## src/rtl/cgra_config_pkg.sv

```systemverilog
// Shared state encoding, CRC constants and sizing helpers for the CGRA config streamer.
package cgra_config_pkg;

    typedef enum logic [1:0] {IDLE, FETCH, SHIFT, DONE} state_t;

    localparam logic [15:0] CRC_POLY = 16'h1021;
    localparam logic [15:0] CRC_INIT = 16'hFFFF;

    function automatic int nwords(input int bits, input int chains, input int w);
        return (bits * chains + w - 1) / w;
    endfunction

    // One MSB-first CRC-16-CCITT step for a single serial bit.
    function automatic logic [15:0] crc16_step(input logic [15:0] crc, input logic din);
        logic [15:0] nxt;
        nxt = {crc[14:0], 1'b0};
        if (crc[15] ^ din) nxt = nxt ^ CRC_POLY;
        return nxt;
    endfunction

endpackage

```

## src/rtl/cgra_config_word_buf.sv

```systemverilog
// One-entry prefetch buffer between the config memory read port and the shift register.
module cgra_config_word_buf #(
    parameter int WORD_W = 32
) (
    input  logic              clock,
    input  logic              reset_n,
    input  logic              clear,
    input  logic              load,
    input  logic [WORD_W-1:0] load_data,
    input  logic              pop,
    output logic              full,
    output logic [WORD_W-1:0] data
);

    always_ff @(posedge clock or negedge reset_n) begin
        if (!reset_n) begin
            full <= 1'b0;
            data <= '0;
        end else if (clear) begin
            full <= 1'b0;
        end else if (load) begin
            full <= 1'b1;
            data <= load_data;
        end else if (pop) begin
            full <= 1'b0;
        end
    end

endmodule

```

## src/rtl/cgra_config_streamer.sv

```systemverilog
// Streams a memory-resident configuration image onto NUM_CHAINS scan chains with prefetch.
// Optional CRC-16-CCITT check of the emitted stream when CONFIG_CRC_EN is defined.
module cgra_config_streamer
    import cgra_config_pkg::*;
#(
    parameter int NUM_CHAINS     = 1,
    parameter int BITS_PER_CHAIN = 1097,
    parameter int WORD_W         = 32,
    parameter int ADDR_W         = 16
) (
    input  logic                  clock,
    input  logic                  reset_n,
    input  logic                  start,
    input  logic [ADDR_W-1:0]     base_addr,
    input  logic                  enable,
    output logic                  rd_req,
    output logic [ADDR_W-1:0]     rd_addr,
    input  logic                  rd_valid,
    input  logic [WORD_W-1:0]     rd_data,
    output logic [NUM_CHAINS-1:0] bitstream,
    output logic                  shift_en,
    output logic                  busy,
    output logic                  done
`ifdef CONFIG_CRC_EN
    ,
    input  logic [15:0]           expected_crc,
    output logic [15:0]           crc,
    output logic                  crc_ok
`endif
);

    localparam int NWORDS  = nwords(BITS_PER_CHAIN, NUM_CHAINS, WORD_W);
    localparam int SPW     = WORD_W / NUM_CHAINS;
    localparam int SLICE_W = $clog2(BITS_PER_CHAIN + 1);
    localparam int WCNT_W  = $clog2(NWORDS + 1);
    localparam int LEFT_W  = $clog2(SPW + 1);

    localparam logic [SLICE_W-1:0] LAST_SLICE = SLICE_W'(BITS_PER_CHAIN - 1);
    localparam logic [WCNT_W-1:0]  NWORDS_C   = WCNT_W'(NWORDS);
    localparam logic [LEFT_W-1:0]  SPW_C      = LEFT_W'(SPW);

    state_t              state;
    logic [ADDR_W-1:0]   next_addr;
    logic [WCNT_W-1:0]   req_cnt;
    logic                outstanding;
    logic [WORD_W-1:0]   sreg;
    logic [LEFT_W-1:0]   sreg_left;
    logic [SLICE_W-1:0]  slice_cnt;

    logic                buf_full;
    logic [WORD_W-1:0]   buf_data;
    logic                buf_clear;
    logic                pop;
    logic                accept;
    logic                issue;
    logic                use_buf;
    logic                do_shift;
    logic [WORD_W-1:0]   cur_word;
    logic [LEFT_W-1:0]   cur_left;

    // An exhausted shift register reads straight from the buffer, which makes word
    // reloads gapless and lets data shift out the cycle after it lands in the buffer.
    always_comb begin
        use_buf   = (sreg_left == '0) && buf_full;
        cur_word  = use_buf ? buf_data : sreg;
        cur_left  = use_buf ? SPW_C : sreg_left;
        do_shift  = (state == SHIFT) && enable && (cur_left != '0);
        pop       = (state == SHIFT) && use_buf;
        accept    = rd_valid && outstanding;
        buf_clear = ((state == IDLE) || (state == DONE)) && start;
        issue     = ((state == FETCH) || (state == SHIFT)) && !buf_full &&
                    !outstanding && (req_cnt != NWORDS_C);
    end

    cgra_config_word_buf #(
        .WORD_W (WORD_W)
    ) u_word_buf (
        .clock     (clock),
        .reset_n   (reset_n),
        .clear     (buf_clear),
        .load      (accept),
        .load_data (rd_data),
        .pop       (pop),
        .full      (buf_full),
        .data      (buf_data)
    );

`ifdef CONFIG_CRC_EN
    logic [15:0]           crc_next;
    logic [NUM_CHAINS-1:0] crc_bits;

    always_comb begin
        crc_next = crc;
        crc_bits = cur_word[NUM_CHAINS-1:0];
        for (int unsigned c = 0; c < NUM_CHAINS; c++) begin
            crc_next = crc16_step(crc_next, crc_bits[0]);
            crc_bits = crc_bits >> 1;
        end
    end
`endif

    always_ff @(posedge clock or negedge reset_n) begin
        if (!reset_n) begin
            state       <= IDLE;
            rd_req      <= 1'b0;
            rd_addr     <= '0;
            next_addr   <= '0;
            req_cnt     <= '0;
            outstanding <= 1'b0;
            sreg        <= '0;
            sreg_left   <= '0;
            slice_cnt   <= '0;
            bitstream   <= '0;
            shift_en    <= 1'b0;
            busy        <= 1'b0;
            done        <= 1'b0;
`ifdef CONFIG_CRC_EN
            crc         <= CRC_INIT;
            crc_ok      <= 1'b0;
`endif
        end else begin
            rd_req    <= 1'b0;
            shift_en  <= 1'b0;
            bitstream <= '0;

            if (issue) begin
                rd_req      <= 1'b1;
                rd_addr     <= next_addr;
                next_addr   <= next_addr + 1'b1;
                req_cnt     <= req_cnt + 1'b1;
                outstanding <= 1'b1;
            end else if (accept) begin
                outstanding <= 1'b0;
            end

            case (state)
                IDLE, DONE: begin
                    if (start) begin
                        state       <= FETCH;
                        next_addr   <= base_addr;
                        req_cnt     <= '0;
                        outstanding <= 1'b0;
                        sreg_left   <= '0;
                        slice_cnt   <= '0;
                        busy        <= 1'b1;
                        done        <= 1'b0;
`ifdef CONFIG_CRC_EN
                        crc         <= CRC_INIT;
                        crc_ok      <= 1'b0;
`endif
                    end
                end
                FETCH: begin
                    if (accept) state <= SHIFT;
                end
                SHIFT: begin
                    if (do_shift) begin
                        bitstream <= cur_word[NUM_CHAINS-1:0];
                        shift_en  <= 1'b1;
                        sreg      <= cur_word >> NUM_CHAINS;
                        sreg_left <= cur_left - 1'b1;
                        slice_cnt <= slice_cnt + 1'b1;
`ifdef CONFIG_CRC_EN
                        crc       <= crc_next;
`endif
                        if (slice_cnt == LAST_SLICE) begin
                            state <= DONE;
                            busy  <= 1'b0;
                            done  <= 1'b1;
`ifdef CONFIG_CRC_EN
                            crc_ok <= (crc_next == expected_crc);
`endif
                        end
                    end else if (use_buf) begin
                        sreg      <= buf_data;
                        sreg_left <= SPW_C;
                    end
                end
                default: state <= IDLE;
            endcase
        end
    end

endmodule

```

## config.mk

```make
export PLATFORM = sky130hd
export DESIGN_NAME = cgra_config_streamer
export DESIGN_NICKNAME = d
export VERILOG_FILES = /design/src/rtl/cgra_config_pkg.sv /design/src/rtl/cgra_config_word_buf.sv /design/src/rtl/cgra_config_streamer.sv
export SDC_FILE = /design/constraint.sdc
export NUM_CORES = 1
export LEC_CHECK = 0
export CAP_MARGIN = 30
export CORE_UTILIZATION = 29
export DETAILED_ROUTE_END_ITERATION = 16
export PLACE_DENSITY = 0.5
export SYNTH_ARGS = -nofsm -noshare
export SYNTH_HDL_FRONTEND = slang
export SYNTH_SLANG_ARGS = --single-unit
```

## constraint.sdc

```tcl
create_clock -name clock -period 2.2 [get_ports clock]
set_clock_uncertainty 0.2 [all_clocks]
set_input_delay 0.33 -clock clock [delete_from_list [all_inputs] [get_ports clock]]
set_output_delay 0.33 -clock clock [all_outputs]
set_load 0.005 [all_outputs]
```

# Word-level counts from Yosys, hierarchy flattened
# Index checks and enable logic that the tools add are counted.
[totals] out_inout_bits=21 elab_cells=93 ff_bits=128
[op_classes] n_addsub=4 n_eq_ne=9 n_bitwise=1 mux=40 reduce_logical=24
[ops] cell="32-bit 2-to-1 mux" count=2
[ops] cell="16-bit 2-to-1 mux" count=3
[ops] cell="6-bit 2-to-1 mux" count=6
[ops] cell="11-bit 2-to-1 mux" count=2
[ops] cell="11-bit case mux with 2 select lines" count=1
[ops] cell="1-bit 2-to-1 mux" count=18
[ops] cell="16-bit by 1-bit adder with 16-bit output (second input constant)" count=1
[ops] cell="6-bit case mux with 2 select lines" count=1
[ops] cell="11-bit by 1-bit adder with 11-bit output (second input constant)" count=1
[ops] cell="11-bit == test (second input constant)" count=1
[ops] cell="1-bit logical AND" count=9
[ops] cell="2-bit 2-to-1 mux" count=4
[ops] cell="4-bit AND reduction" count=2
[ops] cell="6-bit by 1-bit adder with 6-bit output (second input constant)" count=1
[ops] cell="6-bit zero test" count=1
[ops] cell="2-bit != test (second input constant)" count=3
[ops] cell="6-bit != test (second input constant)" count=1
[ops] cell="2-bit case mux with 3 select lines" count=1
[ops] cell="6-bit nonzero test" count=1
[ops] cell="6-bit by 1-bit subtractor with 6-bit output (second input constant)" count=1
[ops] cell="2-bit == test (second input constant)" count=2
[ops] cell="1-bit case mux with 2 select lines" count=2
[ops] cell="2-bit AND reduction" count=2
[ops] cell="3-bit AND reduction" count=1
[ops] cell="9 further kinds" count=11

# Depth between registers and ports, before layout
# Gate-level depths: netlist of the first run.
[logic_depth] depth_word=8 ltp_mapped=9

# Modules after synthesis
# A second synthesis of the first run with hierarchy kept.
[unflattened] cells_unflattened=610 area_unflattened_um2=6621.4
[by_module_without_submodules] module="cgra_config_streamer" instances=1 cells_per_inst=537 seq_area_each_um2=2377.3 area_per_inst_um2=5222.5
[by_module_without_submodules] module="cgra_config_word_buf" instances=1 cells_per_inst=73 seq_area_each_um2=825.8 area_per_inst_um2=1398.8

# Least setup slack after synthesis of the first run
# Ideal clock, no wire load.
[synth_timing] kind="reg-to-reg" from="register state[0]" to="register rd_addr[11]" path_buffers=1 stages_incl_launch_ff=7 arrival_ns=1.966 path_slack_ns=-0.091 required_time_ns=1.875 cell_sequence="dfrtp_1 > inv_1 > ha_1 > or3_1 > a21oi_2 > buf_2 > mux2_2"
[synth_between] elab_chain_cells=5 word_cells_on_any_way=6 cone_classes="2 x eq/ne; 4 x reduce/logical"
[synth_rtl] item="from (decl)" line="cgra_config_streamer.sv:42" text="state_t state;"
[synth_rtl] item="from (signal assigned)" line="cgra_config_streamer.sv:104" text="state <= IDLE;"
[synth_rtl] item="from (signal assigned)" line="cgra_config_streamer.sv:139" text="state <= FETCH;"
[synth_rtl] item="from (signal assigned)" line="cgra_config_streamer.sv:154" text="if (accept) state <= SHIFT;"
[synth_rtl] item="2-bit by 1-bit == test with 1-bit output or 2-bit == test (tied branches)" line="cgra_config_streamer.sv:71" text="issue = ((state == FETCH) || (state == SHIFT)) && !buf_full &&"
[synth_rtl] item="1-bit logical OR *" line="cgra_config_streamer.sv:71"
[synth_rtl] item="1-bit logical AND * (2 in a row)" line="cgra_config_streamer.sv:71"
[synth_rtl] item="1-bit logical AND *" line="cgra_config_streamer.sv:72" text="!outstanding && (req_cnt != NWORDS_C);"
[synth_rtl] item="named net issue" line="cgra_config_streamer.sv:55" text="logic issue;"
[synth_rtl] item="to (signal assigned)" line="cgra_config_streamer.sv:128" text="rd_addr <= next_addr;"
[synth_rtl] item="to (decl)" line="cgra_config_streamer.sv:17" text="output logic [ADDR_W-1:0] rd_addr,"
# Mark *: on every way through the listed nets, which the timed path passes. The rest lies on a longest branch.
# A chain may end at the register's enable or synchronous reset.

# Worst setup path after layout of the first run
[layout_timing] from="register state[0]" to="register rd_addr[13]"
[layout_between] elab_chain_cells=5 word_cells_on_any_way=6 cone_classes="2 x eq/ne; 4 x reduce/logical"
[layout_rtl] item="2-bit by 1-bit == test with 1-bit output or 2-bit == test (tied branches)" line="cgra_config_streamer.sv:71"
[layout_rtl] item="1-bit logical OR *" line="cgra_config_streamer.sv:71"
[layout_rtl] item="1-bit logical AND * (2 in a row)" line="cgra_config_streamer.sv:71"
[layout_rtl] item="1-bit logical AND *" line="cgra_config_streamer.sv:72"
# Mark *: on every way between the ends. The rest lies on a longest branch, timed or not.

==> metrics, run 1 <==
cell area after synthesis around 6200 um^2; area share of the largest cell type after synthesis 0.521; Post-Synth Simple-Gate Area 0.126; Synth Flop Type dfrtp_1; kind of critical path reg -> reg; Final Max Tran Viols 0; fin crit share 0.984; Final Util 0.406; critical path fanouts, max 7; Netlist cell types 53; sequential area share after synthesis 0.521; area of placed instances 7560 um^2; combinational family with the most area after synthesis multiplexers; number of detailed-route iterations in the first pass 5; Max-Cap Viols 0; setup violators final 0; post-synthesis mux area share 0.148; number of vias per cell 4.95; Iteration-0 DRC Markers 315; ant diodes 0; placed cell count 907; die height 148 um; Clock Path Buffers 2; share of cells above drive strength 1 0.228; PwrDens 1470 nW/um^2; outcome complete, no violations; Routed WL 14600 um; TritonCTS buffer count 17; Lkg Pwr 3.41 nW; pin count of the biggest net entering global routing 43; Avg Synthesized Cell Area 11.2 um^2; Synth area leaders dfrtp_1, mux2_2, mux2i_1; worst min path class in -> async; Layout area overhead 35.2%; unrepaired setup endpoints after global routing yes; Die Footprint 21800 um^2; width of the die about 150 um; Core ar. 20500 um^2; kind of end point of the critical path flip-flop; first-pass GRT wire length 24900 um; minimum clock period 2.16 ns; clk_lat worst skew 0.42 ns; GRT Total Usage 0.144; Synth Area in Compound Gates 0.115; vias in the first global route 4880; Least-Margin Pin Slew ~0.54 ns; via count between 4000 and 5000; FF+latch count, synth 128; CTS root buf clkbuf_16; antenna-violating nets left 0; H-tree depth 4; fmax 462 MHz; Layout Nets 724; Hold WS ~0.26 ns; clock slew at reported path FFs 0.06 ns; most frequent cells in the layout dfrtp_1, nand2_1, clkdlybuf4s50_1, mux2_2; critical path launch point type flip-flop; routed len/inst 15.5 um; GP Congestion approximately 0.8; Adder-Cell Fraction of Synth Area 0.0183; Synth Net Count 611; dpl hpwl 10100 um; area leader, netlist dfrtp_1; Place WS -0.106 ns; Critical Path AT 2.27 ns; XOR/XNOR Fraction of Synth Area 0.0342; final hold vios 0; Starting Density 0.300; peak supply drop between 600 and 700 uV; Layout Cells excl Fill 944; most common cell after layout, fill and taps aside dfrtp_1; I/O pin cnt 74; post-synthesis cell count around 550; CP Data Required Time ~2.3 ns; Rows 52; Post-route DRC 0; Slew Limit Headroom 0.640; post-route design area 8320 um^2; Buffers on Ports 73; number of synthesis warnings 0; asr flop ratio synth 1.00; number of synthesized flops with an enable pin 0; Sink Count about 130; GRT Residual Overflow 0; antenna violations before repair 0; TritonCTS clock tree yes; Worst Setup Slack, final about 0.035 ns
==> synth_stat cells, types with 2 or more instances <==
cell and instances:
ha_1 9, nor4_1 4, and3_1 2, a211oi_2 2, nand4_1 12, mux2i_1 37
o2bb2ai_1 2, inv_1 11, or3_1 2, xnor2_1 9, nor2_1 26, buf_6 8
nor4b_1 5, nor3_1 8, o21a_1 2, o211ai_1 2, o21ai_0 22, buf_2 7
a211oi_1 4, o21ai_1 4, xor2_1 15, and2_1 3, o221ai_1 32, nor2b_1 2
nand2_1 83, clkbuf_1 14, dfrtp_1 128, mux2_2 48, nand3_1 14, a21oi_1 9
==> final timing paths <==
kind                                    start                  end  slack (ns)  cells after the start
max in group asynchronous             reset_n         slice_cnt[2]        0.97                      3
worst max register to register       state[0]          rd_addr[13]        0.04                      6
worst max-delay path                 state[0]          rd_addr[13]        0.04                      6
min in group clock              base_addr[15]        next_addr[15]        0.26                      3
worst min-delay path                  reset_n  u_word_buf.data[12]        0.26                      2
worst min register to register       sreg[30]             sreg[30]        0.29                      2
==> metrics by stage <==
step	total power [mW]	TNS, ns
2_1_floorplan	7.06	0
3_3_place_gp	8.84	-0.174
5_1_grt	13.1	-0.171
3_5_place_dp	8.98	-1.41
4_1_cts	12.3	-0.0606
6_report	12.2	0
==> cells by family (layout without fill, tap and decap cells) <==
kind of cell / after synthesis / count (layout)
adders and majority gates: 9 / 9
DFF: 128 / 128
buffers and inverters: 43 / 168
muxes: 85 / 85
xor gates and xnor gates: 24 / 24
and+or+nand+nor: 167 / 167
AOI/OAI and AO/OA: 93 / 93
==> registers in the layout, summed over array words and instances, names as in the netlist, 2 cells and up <==
register / flops
sreg: 32
u_word_buf.data: 32
req_cnt: 6
sreg_left: 6
next_addr: 16
state: 2
rd_addr: 16
slice_cnt: 11
==> layout make-up <==
type	count	area (um^2)
timing repair buffer	125	1330
tap	270	338
inverter	12	45.0
clock buffer	18	439
sequential	128	3200
multi-input combinational	378	2780
clock inverter	13	186
fill	1977	12200
==> repair_timing <==
action | in CTS | in global routing
setup endpoints to repair | 36 | 36
gates cloned | 1 | 0
setup buffers | 3 | 1
gates resized for setup | 5 | 10
hold endpoints to repair | 35 | 0
pin swaps | 2 | 1
hold buffers | 1 | 0
==> worst max-delay path: stages (launching register included) <==
cell       delay [ns]
dfrtp_1          0.39
inv_2            0.08
ha_4             0.22
or3_4            0.36
a21oi_4          0.18
bufbuf_16        0.29
mux2_2           0.33
==> power by group <==
part           internal (mW)  switching, mW
Combinational           2.81           2.44
Clock                   1.92           1.08
Sequential              3.32          0.673
==> routing by layer <==
layer | track usage | share of wire | vias to the layer above
li1 | - | - | 2218
met1 | 0.185 | 0.45 | 2360
met2 | 0.241 | 0.50 | 86
met3 | 0.0318 | 0.035 | 11
met4 | 0.0459 | 0.010 | 0
met5 | 0 | 0 | -
Power figures use the tool's default switching activity.
==> run 2, diff against run 1 <==
--- a/config.mk
+++ b/config.mk
@@ -6,9 +6,10 @@
 export NUM_CORES = 1
 export LEC_CHECK = 0
 export CAP_MARGIN = 30
-export CORE_UTILIZATION = 29
+export CORE_UTILIZATION = 51
 export DETAILED_ROUTE_END_ITERATION = 16
-export PLACE_DENSITY = 0.5
+export PLACE_DENSITY = 0.78
+export SLEW_MARGIN = 20
 export SYNTH_ARGS = -nofsm -noshare
 export SYNTH_HDL_FRONTEND = slang
 export SYNTH_SLANG_ARGS = --single-unit
==> metrics, run 2 (synthesized netlist as in run 1, its figures left out) <==
outcome finished with violations; violated checks setup timing; Critical Path AT 2.31 ns (+0.04 ns); Layout Cells excl Fill 805 (-15%); Buffers on Ports 73 (unchanged); Place WS -0.0183 ns (+0.0876 ns); GRT Total Usage 0.238 (+0.0939); fmax 447 MHz (-3.2%); routed len/inst 18.2 um (+17%); setup TNS -0.0354 ns (-0.0354 ns); P_int 7.64 mW (-5.0%); GP Congestion 0.881 (+10%); area of placed instances 7230 um^2 (-4.4%); clk_lat worst skew 0.42 ns (about the same); met2 usage 0.382 (+0.141); peak supply drop 1020 uV (+66%); final hold vios 0 (unchanged); Worst Setup Slack, final -0.0354 ns (-0.0707 ns); Routed WL 14600 um (-0.16%); Clock power frac 0.241 (-0.004); FILL cells 804 (-59%); via count 4739 (+1.4%); Core ar. 11600 um^2 (-44%); ant diodes 0 (unchanged); Switching Share 0.361 (+0.0184); unrepaired setup endpoints after global routing yes; critical path fanouts, max 7 (unchanged); area of the multi-input gates 2800 um^2 (+0.81%); pin count of the biggest net entering global routing 129 (+200%); most frequent cells in the layout dfrtp_1, nand2_1, clkdlybuf4s50_1, mux2_2, mux2i_1; kind of end point of the critical path flip-flop; placed cell count 768 (-15%); number of vias per cell 5.89 (+19%); antenna-violating nets left 0 (unchanged); dpl hpwl 8990 um (-11%); TritonCTS buffer count 17 (unchanged); Final Max Tran Viols 0 (unchanged); width of the die 112 um (-24%); vias in the first global route 4743 (-2.8%); met3 global-route usage 0.0452 (+0.0134); Lkg Pwr 3.31 nW (-2.9%); number of detailed-route iterations in the first pass 5 (unchanged); most common cell after layout, fill and taps aside dfrtp_1; CP Data Required Time 2.28 ns (-0.02 ns); setup violators final 1 (+1); fin crit share 1.02 (+0.0321); met1 Usage GRT 0.316 (+0.130); Max-Cap Viols 0 (unchanged); Final Util 0.691 (+0.285); Die Footprint 12500 um^2 (-43%); register area 3200 um^2 (unchanged); Top Registers sreg x32, u_word_buf.data x32; share of cells above drive strength 1 0.225 (-0.00341); clock slew at reported path FFs 0.06 ns (about the same); Slew Limit Headroom 0.554 (-0.0863); worst min path class in -> reg; kind of critical path reg -> reg; Post-route DRC 0 (unchanged); Reg power frac 0.338 (+0.012); Layout Nets 711 (-1.8%); Psw 4.32 mW (+3.0%); TritonCTS clock tree yes; critical path launch point type flip-flop; CTS root buf clkbuf_16; die height 112 um (-24%); I/O pin cnt 74 (unchanged); Least-Margin Pin Slew 0.670 ns (+0.129 ns); Clock Path Buffers 2 (unchanged); GRT Residual Overflow 0 (unchanged); busiest grt layer met2; PwrDens 1500 nW/um^2 (+1.7%); post-route design area 7990 um^2 (-3.9%); H-tree depth 4 (unchanged); Sink Count 128 (unchanged); Rows 39 (-25%); Layout area overhead 29.9%; first-pass GRT wire length 23400 um (-5.7%); antenna violations before repair 0 (unchanged); minimum clock period 2.24 ns (+0.0707 ns); Starting Density 0.532 (+0.232); combinational power share 0.421 (-0.008); Iteration-0 DRC Markers 312 (-0.95%)
[run 2: cell type report]
| type | count | area share |
|---|---|---|
| clock buffers | 17 | 0.0532 |
| clock inverters | 15 | 0.0230 |
| inverters | 12 | 0.00564 |
| multi-input cells | 378 | 0.351 |
| flip-flops and latches | 128 | 0.401 |
| well taps | 143 | 0.0224 |
| repair buffers | 112 | 0.144 |
[run 2: path summary, 6_finish.rpt]
| kind | from | end | slack (ns) | cells after the start |
|---|---|---|---|---|
| setup reg to reg | sreg_left[3] | slice_cnt[2] | -0.04 | 6 |
| hold reg to reg | sreg[12] | sreg[12] | 0.29 | 2 |
| min in group asynchronous | reset_n | rd_addr[4] | 0.36 | 3 |
| max in group asynchronous | reset_n | slice_cnt[8] | 0.95 | 3 |
| setup / recovery | sreg_left[3] | slice_cnt[2] | -0.04 | 6 |
| hold / removal | base_addr[0] | next_addr[0] | 0.26 | 3 |
[run 2: through the flow]
stage | hold WS [ns] | power (mW)
floorplan | -0.166 | 7.06
global placement | 0.269 | 8.51
detailed placement | 0.275 | 8.77
CTS | 0.249 | 11.7
global route | 0.278 | 12.6
finish | 0.260 | 12.0
[run 2: layer usage]
metal,up-vias,routed length [um]
li1,2193,-
met1,2378,6190
met2,147,7480
met3,21,710
met4,0,224
met5,-,0
[run 2: critical path: stages (launching register included)]
cell and delay, ns:
dfrtp_1 0.43, or4_4 0.58, o21ai_4 0.31, buf_4 0.18, buf_4 0.10, a2bb2oi_1 0.16, o221ai_1 0.13
[run 2: power by group through the flow]
stage               registers (mW)  clock network, mW  logic [mW]
global route                  4.15               3.02        5.45
floorplan                     3.82                  0        3.24
global placement              3.96                  0        4.55
finish                        4.04               2.88        5.03
detailed placement            4.02                  0        4.75
CTS                           4.01               2.92        4.82
[run 2: what timing repair did]
| action | in CTS | in global routing |
|---|---|---|
| setup endpoints to repair | 12 | 99 |
| gates resized for setup | 2 | 23 |
| cloned | 0 | 2 |
| hold buffers | 1 | 0 |
| setup buffers | 0 | 2 |
| endpoints found under the hold margin | 128 | 0 |
| pin swaps | 1 | 4 |
